### src/rtl/flash_arbiter.sv
// rtl/flash_arbiter.sv - shares one flash read port between CPU word reads and a sequential DMA stream
module flash_arbiter #(
    parameter int ADDR_WIDTH = 24,
    parameter int LEN_WIDTH  = 16
) (
    input  logic                  clk,
    input  logic                  reset,
    input  logic                  cpu_read_en,
    input  logic [ADDR_WIDTH-1:0] cpu_address,
    output logic [31:0]           cpu_read_data,
    output logic                  cpu_read_ready,
    input  logic                  dma_start,
    input  logic [ADDR_WIDTH-1:0] dma_address,
    input  logic [LEN_WIDTH-1:0]  dma_length,
    output logic                  dma_busy,
    output logic [31:0]           dma_data,
    output logic                  dma_data_valid,
    input  logic                  dma_data_ready,
    output logic                  dma_done,
    output logic                  mem_valid,
    output logic [ADDR_WIDTH-1:0] mem_addr,
    output logic                  mem_continue,
    input  logic                  mem_ready,
    input  logic [31:0]           mem_rdata
);

    typedef enum logic [1:0] {
        IDLE   = 2'd0,
        CPU_RD = 2'd1,
        DMA_RD = 2'd2
    } state_t;

    localparam logic [ADDR_WIDTH-1:0] WORD_MASK = ~ADDR_WIDTH'(3);
    localparam logic [ADDR_WIDTH-1:0] WORD_STEP = ADDR_WIDTH'(4);

    state_t                  state;
    state_t                  state_next;
    logic                    cpu_read_en_q;
    logic                    cpu_pending;
    logic [ADDR_WIDTH-1:0]   cpu_addr_q;
    logic [ADDR_WIDTH-1:0]   dma_addr_q;
    logic [LEN_WIDTH-1:0]    dma_remaining;
    logic                    last_grant_cpu;
    logic                    hist_valid;
    logic [ADDR_WIDTH-1:0]   last_addr;
    logic                    cpu_rise;
    logic                    dma_handshake;
    logic                    dma_eligible;
    logic                    dma_start_ok;
    logic                    mem_done;
    logic                    grant_cpu;
    logic                    grant_dma;
    logic [ADDR_WIDTH-1:0]   grant_addr;

    assign cpu_rise      = cpu_read_en && !cpu_read_en_q;
    assign dma_handshake = dma_data_valid && dma_data_ready;
    assign dma_start_ok  = dma_start && !dma_busy;
    assign mem_done      = mem_valid && mem_ready;
    // A word may be fetched only if the single output slot is free by the time it returns.
    assign dma_eligible  = dma_busy && (dma_remaining != '0) && (!dma_data_valid || dma_data_ready);
    assign grant_addr    = grant_cpu ? cpu_addr_q : dma_addr_q;

    always_ff @(posedge clk) begin
        if (reset) begin
            state <= IDLE;
        end else begin
            state <= state_next;
        end
    end

    always_comb begin
        state_next = state;
        grant_cpu  = 1'b0;
        grant_dma  = 1'b0;
        case (state)
            IDLE: begin
                if (cpu_pending && !(last_grant_cpu && dma_eligible)) begin
                    grant_cpu  = 1'b1;
                    state_next = CPU_RD;
                end else if (dma_eligible) begin
                    grant_dma  = 1'b1;
                    state_next = DMA_RD;
                end
            end
            CPU_RD: begin
                if (mem_ready) begin
                    state_next = IDLE;
                end
            end
            DMA_RD: begin
                if (mem_ready) begin
                    state_next = IDLE;
                end
            end
            default: state_next = IDLE;
        endcase
    end

    always_ff @(posedge clk) begin
        if (reset) begin
            cpu_read_en_q  <= 1'b0;
            cpu_pending    <= 1'b0;
            cpu_addr_q     <= '0;
            cpu_read_data  <= '0;
            cpu_read_ready <= 1'b0;
            dma_addr_q     <= '0;
            dma_remaining  <= '0;
            dma_busy       <= 1'b0;
            dma_data       <= '0;
            dma_data_valid <= 1'b0;
            dma_done       <= 1'b0;
            mem_valid      <= 1'b0;
            mem_addr       <= '0;
            mem_continue   <= 1'b0;
            last_grant_cpu <= 1'b0;
            hist_valid     <= 1'b0;
            last_addr      <= '0;
        end else begin
            cpu_read_en_q  <= cpu_read_en;
            cpu_read_ready <= 1'b0;
            dma_done       <= 1'b0;

            if (cpu_rise && !cpu_pending) begin
                cpu_pending <= 1'b1;
                cpu_addr_q  <= cpu_address & WORD_MASK;
            end

            if (grant_cpu || grant_dma) begin
                mem_valid      <= 1'b1;
                mem_addr       <= grant_addr;
                mem_continue   <= hist_valid && (grant_addr == last_addr + WORD_STEP);
                last_grant_cpu <= grant_cpu;
            end

            if (mem_done) begin
                mem_valid    <= 1'b0;
                mem_continue <= 1'b0;
                hist_valid   <= 1'b1;
                last_addr    <= mem_addr;
            end

            if (mem_done && state == CPU_RD) begin
                cpu_read_data  <= mem_rdata;
                cpu_read_ready <= 1'b1;
                cpu_pending    <= 1'b0;
            end

            if (dma_handshake) begin
                dma_data_valid <= 1'b0;
            end

            if (mem_done && state == DMA_RD) begin
                dma_data       <= mem_rdata;
                dma_data_valid <= 1'b1;
                dma_addr_q     <= dma_addr_q + WORD_STEP;
                dma_remaining  <= dma_remaining - LEN_WIDTH'(1);
            end

            if (dma_busy && dma_remaining == '0 && dma_handshake) begin
                dma_busy <= 1'b0;
                dma_done <= 1'b1;
            end

            // Busy is low here, so this never collides with the final-word branch above.
            if (dma_start_ok) begin
                if (dma_length == '0) begin
                    dma_done <= 1'b1;
                end else begin
                    dma_busy      <= 1'b1;
                    dma_addr_q    <= dma_address & WORD_MASK;
                    dma_remaining <= dma_length;
                end
            end
        end
    end

endmodule

### config.mk
export PLATFORM = sky130hd
export DESIGN_NAME = flash_arbiter
export DESIGN_NICKNAME = d
export VERILOG_FILES = /design/src/rtl/flash_arbiter.sv
export SDC_FILE = /design/constraint.sdc
export NUM_CORES = 1
export LEC_CHECK = 0
export BUFFER_PORTS_ARGS = -buffer_cell sky130_fd_sc_hd__buf_2
export CAP_MARGIN = 20
export CELL_PAD_IN_SITES_DETAIL_PLACEMENT = 1
export CELL_PAD_IN_SITES_GLOBAL_PLACEMENT = 2
export CORE_MARGIN = 2
export CORE_UTILIZATION = 29
export CTS_BUF_LIST = sky130_fd_sc_hd__clkbuf_4
export DETAILED_ROUTE_END_ITERATION = 10
export PLACE_DENSITY_LB_ADDON = 0.1
export SKIP_CTS_REPAIR_TIMING = 1
export SKIP_LAST_GASP = 1
export SYNTH_ARGS = -nofsm -noshare
export SYNTH_HDL_FRONTEND = slang
export SYNTH_SLANG_ARGS = --single-unit
### constraint.sdc
create_clock -name clk -period 2.8 [get_ports clk]
set_input_delay 0.14 -clock clk [delete_from_list [all_inputs] [get_ports clk]]
set_output_delay 0.14 -clock clk [all_outputs]
set_load 0.1 [all_outputs]
# After elaboration in Yosys (flattened, before gate mapping)
# Index checks and enable logic that the tools add are counted.
# op_classes
n_addsub,3
eq_ne,5
mux,25
reduce_logical,30
# ops
cell,count
24-bit two-way mux,4
24-bit by 3-bit adder with 24-bit output (second input constant),2
16-bit two-way mux,3
16-bit zero test,2
24-bit equality test,1
16-bit nonzero test,1
16-bit by 1-bit subtractor with 16-bit output (second input constant),1
1-bit logical AND,14
1-bit two-way mux,14
2-bit two-way mux,3
2-bit OR reduction,3
1-bit zero test,5
2-bit one-hot mux with 2 select lines,1
3-bit inequality test (second input constant),1
2-bit by 1-bit equality test with 1-bit output (second input constant),1
2-bit equality test (second input constant),1
2-bit zero test,1
1-bit logical OR,2
2-bit by 1-bit inequality test with 1-bit output (second input constant),1
2-bit AND reduction,1
2-bit nonzero test,1
# totals
ff_bits,186
input_bits,102

# Depth between registers and ports, before layout
# Gate-level depths: netlist (run 1).
# logic_depth
word_depth,11
mapped_depth,13
depth_no_buf,11

# Worst setup path after synthesis (run 1)
# OpenSTA, ideal clock, no wires.
# synth_timing
path_type,reg-to-reg
start,reg mem_valid
end,reg dma_remaining[13]
arrival_time_ns,3.002
setup_slack_ns,-0.288
path_stages_with_launch,11
n_path_buf,1
period_less_slack_ns,3.088
path_cell_list,dfxtp_1 and2_1 buf_2 nand2_1 nor4_1 nand2b_1 nor4_1 nand2_1 nor3_1 xnor2_1 a211oi_1
# synth_via
elab_chain_len,5
# synth_lines
item,line,rtl
from (decl),20,"output logic mem_valid,"
from (signal assigned),112,mem_valid <= 1'b0;
from (signal assigned),129,mem_valid <= 1'b1;
from (signal assigned),136,mem_valid <= 1'b0;
1-bit logical AND (*),58,assign mem_done = mem_valid && mem_ready;
1-bit logical AND (*),152,if (mem_done && state == DMA_RD) begin
16-bit two-way mux (*),152,
16-bit two-way mux,166,if (dma_length == '0) begin
16-bit two-way mux (*),165,if (dma_start_ok) begin
to (signal assigned),156,dma_remaining <= dma_remaining - LEN_WIDTH'(1);
to (signal assigned),171,dma_remaining <= dma_length;
to (decl),42,logic [LEN_WIDTH-1:0] dma_remaining;
# Mark *: on every way between the ends. The rest lies on a longest branch, timed or not.
# A chain may end at the register's enable or synchronous reset.

# Final worst setup path (run 1)
# layout_timing
start,reg dma_remaining[1]
end,reg mem_continue
# layout_via
elab_chain_len,11
elab_cells_between_ends,15
# layout_lines
item,line,rtl
16-bit nonzero test (*),60,assign dma_eligible = dma_busy && (dma_remaining != '0) && (!dma_data_valid || dma_data_ready);
1-bit logical AND (*) (2 in a row),60,
1-bit logical AND,77,if (cpu_pending && !(last_grant_cpu && dma_eligible)) begin
1-bit zero test,77,
1-bit logical AND,77,
1-bit two-way mux,77,
1-bit two-way mux,75,case (state)
24-bit two-way mux,61,assign grant_addr = grant_cpu ? cpu_addr_q : dma_addr_q;
24-bit equality test,131,mem_continue <= hist_valid && (grant_addr == last_addr + WORD_STEP);
1-bit logical AND,131,
to (signal assigned),131,
to (decl),22,"output logic mem_continue,"
# Marked as above.

==> reports/qor.csv, run 1 <==
metric,value,unit
"slowest stage delay, CP",490,ps
Post-layout nets,1310,
Achievable Freq,348.5,MHz
crit path kind,flop to flop,
r2r endpoint,mem_continue$_SDFFE_PP0P_,
Avg Inst Size Synth,8.652,µm²
wire length per cell,17.09,µm
Slew headroom,42.83,%
chip width,166.0,µm
Worst Path Required,3300,ps
minimum clock period,2870,ps
RSZ-0062 raised after global routing,true,
row count,59,
top cell type by total area after synthesis,dfxtp_1,
worst-margin pin slew,857.6,ps
buffer and inverter count on the worst path,3,
global-route wire length before repair,39.90,mm
Yosys reg bits,180,
commonest cells in the netlist,"dfxtp_1, nand2_1, a21oi_1, nor2_1, a211oi_1",
crit path DAT,3370,ps
Yosys Warn Count,0,
min-delay worst type,input pin to flop,
Top delay family on crit path,simple AND/OR/NAND/NOR gates,
CTS Root Cell,clkbuf_4,
post-synthesis sequential area ratio,47.33,%
area share of the largest cell type after synthesis,47.33,%
ANT nets after route,0,
Setup crit start,dma_remaining[1]$_SDFF_PP0_,
hold_ws,303.3,ps
"wirelength, routed",26.50,mm
Leak Pwr,4.379,nW
crit path max-delay cell type,or4_1,
Final Hold Viols,0,
vias per std cell,4.700,
worst r2r src,dma_remaining[1]$_SDFF_PP0_,
I/O pin total,196,
Worst-Skew Late Latency,580,ps
Max IR drop VDD,0.2521,mV
CTS tree,built,
initial antenna violation count,1,
Mapped Area,7614,µm²
max-cap violations,0,
Final WS setup,-69.72,ps
"Max FO, Critical Path",19,
CTS buffer count,17,
Non-Filler Instances,1551,
post-route clock period utilization,102.5,%
"Reg clk slew, reported paths",190,ps
core area,25910,µm²
count of different cell masters after synthesis,42,
R2R cell count,13,
Worst Setup End Kind,flop,
Iter 0 DRT Violations,250,
fin. max-slew vios,0,
Sink Count,180,
number of global-route vias before repair,7104,
largest net degree at the start of global routing,78,
placed wire-length estimate,18.09,mm
Global Route Usage Sum,18.07,%
ys async rst share,0,%
Setup Viol. Count Final,1,
I/O Buffers,189,
GP Congestion,0.7902,
Worst setup endpoint,mem_continue$_SDFFE_PP0P_,
Area Overhead vs Synth,40.66,%
CP startpoint kind,flop,
H-tree depth,4,
Post-Synthesis Cells,880,
r2r setup slk,-70,ps
chip height,166.0,µm
worst setup skew after layout,35.72,ps
cell breakdown of the critical path,inv_1 -> ha_1 -> nor4b_4 -> nand4_1 -> a41o_1 -> buf_12 -> buf_4 -> mux2i_2 -> xnor2_1 -> xor2_1 -> a31oi_1 -> or4_1 -> o21ai_2,
total power,0.006093,W
via count,7290,
gr ovfl total,0,
Die ar.,27570,µm²
Worst path depth,13,
Inst Count DP,1417,
Place WS,-285.2,ps
DRC,0,
fraction of layout cells with a size suffix above 1,26.01,%
ys flop type,dfxtp_1,
synth top area cells,"dfxtp_1, nand2_1, a211oi_1",
failing checks,negative setup slack,
Initial Utilization,29.38,%
"EDFF count, synth",0,
status,"finished, violations left",
CTS Buffer Depth,2,
DRT Pass-1 Iters,4,
PwrDens,569.0,nW/µm²
## worst reg2reg max path: stages, from the launching register on
cell and delay, ps:
dfxtp_2 350, inv_1 50, ha_1 160, nor4b_4 210, nand4_1 190, a41o_1 260
buf_12 180, buf_4 170, mux2i_2 220, xnor2_1 200, xor2_1 170, a31oi_1 100
or4_1 490, o21ai_2 70
## cells in the final DEF, fill, tap and decap left out, drive strengths merged, types with 2 or more instances in the layout
cell type / instances
a211oi: 56
a21oi: 84
a22o: 32
a311oi: 4
a31oi: 2
and3: 6
and4: 2
buf: 260
bufinv: 2
clkbuf: 17
clkinv: 6
conb: 2
dfxtp: 180
dlygate4sd3: 98
ha: 6
inv: 14
mux2i: 22
nand2: 180
nand2b: 5
nand3: 21
nand4: 14
nor2: 81
nor2b: 4
nor3: 6
nor4: 16
o21a: 3
o21ai: 7
or3: 4
xnor2: 35
xor2: 38
## where the power goes
group | switching [W] | total [W] | internal (W)
clock | 0.00108 | 0.00167 | 0.000591
sequential | 0.000155 | 0.00287 | 0.00272
combinational | 0.00102 | 0.00155 | 0.000530
## through the flow
step	util, %	setup TNS (ps)	cell area (µm²)
floorplan	-	0	7621
global placement	35.82	-173.1	9280
detailed placement	35.82	-285.2	9280
CTS	37.13	-355.3	9620
global route	41.33	-325.5	10710
finish	41.33	-69.72	10710
## final cells by class
cell class | instances | area (µm²)
Inverter | 8 | 30.03
Multi-Input combinational cell | 637 | 3820
Clock inverter | 15 | 212.7
Tap cell | 335 | 419.2
Antenna cell | 1 | 2.502
Clock buffer | 17 | 127.6
Timing Repair Buffer | 358 | 2487
Sequential cell | 180 | 3610
Fill cell | 3099 | 15200
## flip-flops by register name (all words and copies together), names as in the netlist
| signal | flops |
|---|---|
| dma_data | 32 |
| cpu_read_en_q | 1 |
| cpu_addr_q | 22 |
| cpu_read_ready | 1 |
| dma_data_valid | 1 |
| dma_addr_q | 22 |
| mem_valid | 1 |
| last_addr | 22 |
| cpu_read_data | 32 |
| cpu_pending | 1 |
| hist_valid | 1 |
| state | 2 |
| dma_done | 1 |
| last_grant_cpu | 1 |
| mem_continue | 1 |
| dma_busy | 1 |
| dma_remaining | 16 |
| mem_addr | 22 |
## worst min path at each step
| stage | from | endpoint | depth (start not counted) |
|---|---|---|---|
| 3_3_place_gp | cpu_read_en | cpu_read_en_q$_SDFF_PP0_ | 2 |
| 2_1_floorplan | mem_rdata[0] | cpu_read_data[0]$_SDFFE_PP0P_ | 1 |
| 3_5_place_dp | mem_rdata[16] | cpu_read_data[16]$_SDFFE_PP0P_ | 2 |
| 6_report | mem_rdata[13] | cpu_read_data[13]$_SDFFE_PP0P_ | 3 |
| 5_1_grt | mem_rdata[31] | cpu_read_data[31]$_SDFFE_PP0P_ | 3 |
| 4_1_cts | mem_rdata[13] | cpu_read_data[13]$_SDFFE_PP0P_ | 2 |
## logic make-up after synthesis
group	Yosys count	share of synthesized area [%]
adder cells (fa/ha/maj)	6	0.9860
AND/OR/NAND/NOR	344	19.79
AO/OA/AOI/OAI	190	16.34
flip-flops	180	47.33
buffers and inverters	64	3.681
multiplexers	22	3.435
XOR/XNOR	73	8.398
other	1	0.04925
## per-layer routing
layer  global-route usage [%]  up-vias  share of wire, %
met3                    5.029       16               4.1
met5                        0        -                 0
met1                    22.84     3466                44
met4                    3.705        0               1.0
li1                         -     3683                 -
met2                    30.89      125                50
No activity file was read; power rests on OpenSTA's default activity.
==> run 2: changes to the inputs <==
--- a/config.mk
+++ b/config.mk
@@ -14,7 +14,6 @@
 export CTS_BUF_LIST = sky130_fd_sc_hd__clkbuf_4
 export DETAILED_ROUTE_END_ITERATION = 10
 export PLACE_DENSITY_LB_ADDON = 0.1
-export SKIP_CTS_REPAIR_TIMING = 1
 export SKIP_LAST_GASP = 1
 export SYNTH_ARGS = -nofsm -noshare
 export SYNTH_HDL_FRONTEND = slang
==> run 2 against run 1 <==
Against the previous run: the run still ends with negative setup slack left; setup slack got worse by 94 ps; via count increased by 1.2%; sequential share of layout area fell by 0.62 points; first-iteration DRC count grew 3.2%; sequential power about the same; critical endpoint unchanged; largest cell class unchanged.
==> reports/qor.csv, run 2 (same netlist as run 1, synthesis figures left out) <==
metric,value,unit,change
Sink Count,180,,unchanged
Final TNS setup,-163.5,ps,-93.77 ps
post-route clock period utilization,105.8,%,+3.3 points
"most common cell after layout, fill and taps aside",buf_2,,
Non-Filler Instances,1562,,+0.71%
largest net degree at the start of global routing,78,,unchanged
status,"finished, violations left",,
Slew headroom,42.24,%,-0.59 points
"Max FO, Critical Path",6,,-13
DRC,0,,unchanged
placed wire-length estimate,18.09,mm,unchanged
worst-margin pin slew,866.4,ps,+8.822 ps
crit path DAT,3460,ps,+90 ps
CTS tree,built,,
global-route wire length before repair,42.79,mm,+7.2%
PwrDens,565.6,nW/µm²,-0.60%
core area,25910,µm²,unchanged
cell breakdown of the critical path,inv_2 -> ha_4 -> nor4b_4 -> nand4_1 -> a41o_1 -> buf_12 -> buf_6 -> buf_4 -> mux2i_2 -> xor2_1 -> nor4_1 -> nand3_1 -> or4_4 -> o21ai_2,,
Initial Utilization,29.38,%,unchanged
CTS Root Cell,clkbuf_4,,
"commonest non-fill, non-tap cells in the layout","buf_2, nand2_1, dfxtp_1, dlygate4sd3_1, a21oi_1",,
Top delay family on crit path,simple AND/OR/NAND/NOR gates,,
fraction of layout cells with a size suffix above 1,27.65,%,+1.6 points
chip height,166.0,µm,unchanged
Die ar.,27570,µm²,unchanged
I/O Buffers,189,,unchanged
CTS Buffer Depth,2,,unchanged
Multi-input gate area,3909,µm²,+2.3%
Largest regs,"cpu_read_data x32, dma_data x32",,
Post-layout nets,1321,,+0.84%
Max IR drop VDD,0.2535,mV,+0.54%
Worst-Skew Late Latency,580,ps,about the same
vias per std cell,4.724,,+0.51%
gr ovfl total,0,,unchanged
FILL cells,3100,,+0.032%
Leak Pwr,4.453,nW,+1.7%
row count,59,,unchanged
Internal,0.003892,W,+1.4%
Iter 0 DRT Violations,258,,+3.2%
buffer and inverter count on the worst path,4,,+1
net switching power,0.002278,W,+1.1%
crit path max-delay cell type,or4_4,,
failing checks,negative setup slack,,
Sequential Area,3610,µm²,unchanged
crit path kind,flop to flop,,
max-cap violations,0,,unchanged
DRT Pass-1 Iters,5,,+1
Place WS,-285.2,ps,unchanged
Achievable Freq,337.4,MHz,-3.2%
Worst Path Required,3290,ps,about the same
Switching Share,36.92,%,-0.072 points
Clk network pwr share,27.0,%,-0.3 points
H-tree depth,4,,unchanged
wire length per cell,17.08,µm,about the same
chip width,166.0,µm,unchanged
worst setup skew after layout,35.13,ps,-0.5887 ps
I/O pin total,196,,unchanged
min-delay worst type,input pin to flop,,
CP startpoint kind,flop,,
"Reg clk slew, reported paths",180,ps,about the same
initial antenna violation count,1,,unchanged
via count,7379,,+1.2%
CTS buffer count,17,,unchanged
GP Congestion,0.7902,,unchanged
Setup Viol. Count Final,1,,unchanged
ANT nets after route,0,,unchanged
RSZ-0062 raised after global routing,true,,
Worst Setup End Kind,flop,,
fin. max-slew vios,0,,unchanged
sequential fraction of design power,46.7,%,-0.5 points
"slowest stage delay, CP",420,ps,-70 ps
Area Overhead vs Synth,43.29,%,
Global Route Usage Sum,19.28,%,+1.2 points
number of global-route vias before repair,7792,,+9.7%
"wirelength, routed",26.67,mm,+0.65%
Final WS setup,-163.5,ps,-93.77 ps
Final Hold Viols,0,,unchanged
combinational share of power,26.4,%,+0.9 points
minimum clock period,2963,ps,+93.77 ps
Inst Count DP,1417,,unchanged
==> run 2: cell type report <==
class,instances,area share [%]
multi-input cells,637,35.83
flip-flops and latches,180,33.09
repair buffers,369,23.82
well taps,335,3.842
clock inverters,15,1.950
clock buffers,17,1.170
inverters,8,0.2753
diodes,1,0.02294
==> run 2: worst paths after layout <==
path / slack (ps) / start / depth (start not counted) / endpoint
min: 310 / mem_rdata[13] / 3 / cpu_read_data[13]$_SDFFE_PP0P_
max reg2reg: -160 / dma_remaining[1]$_SDFF_PP0_ / 14 / mem_continue$_SDFFE_PP0P_
min reg2reg: 460 / dma_data[25]$_SDFFE_PP0P_ / 2 / dma_data[25]$_SDFFE_PP0P_
max: -160 / dma_remaining[1]$_SDFF_PP0_ / 14 / mem_continue$_SDFFE_PP0P_
==> run 2: worst reg2reg max path, cell delays in order, from the launching register on <==
cell and delay, ps:
dfxtp_2 360, inv_2 60, ha_4 130, nor4b_4 200, nand4_1 210, a41o_1 300
buf_12 150, buf_6 130, buf_4 140, mux2i_2 160, xor2_1 170, nor4_1 270
nand3_1 110, or4_4 420, o21ai_2 60
==> run 2: what timing repair did <==
| item | in CTS | in global routing |
|---|---|---|
| pin swaps | 3 | 11 |
| buffers inserted | 0 | 15 |
| endpoints found under the hold margin | 141 | 0 |
| setup endpoints to repair | 1 | 1 |
| gates resized for setup | 9 | 33 |
| hold buffers | 97 | 0 |
==> run 2: power by group through the flow <==
stage | clock [W] | combinational [W] | sequential (W)
floorplan | 0 | 0.000533 | 0.00337
global route | 0.00186 | 0.00175 | 0.00290
CTS | 0.00175 | 0.00156 | 0.00288
global placement | 0 | 0.00142 | 0.00293
finish | 0.00166 | 0.00163 | 0.00288
detailed placement | 0 | 0.00143 | 0.00293
==> run 2: per-stage QoR <==
stage	total power (W)	hold WS, ps	utilization (%)	area (µm²)
2_1_floorplan	0.003904	265.7	-	7621
3_3_place_gp	0.004348	366.3	35.82	9280
5_1_grt	0.006510	222.9	42.10	10910
4_1_cts	0.006181	237.0	41.08	10640
6_report	0.006170	311.2	42.10	10910
3_5_place_dp	0.004359	372.8	35.82	9280
==> run 2: per-layer routing <==
layer | GRT usage [%] | vias to the layer above | routed length (µm)
li1 | - | 3702 | -
met1 | 23.56 | 3523 | 11820
met2 | 34.60 | 134 | 13370
met3 | 4.528 | 20 | 1167
met4 | 3.894 | 0 | 312
met5 | 0 | - | 0
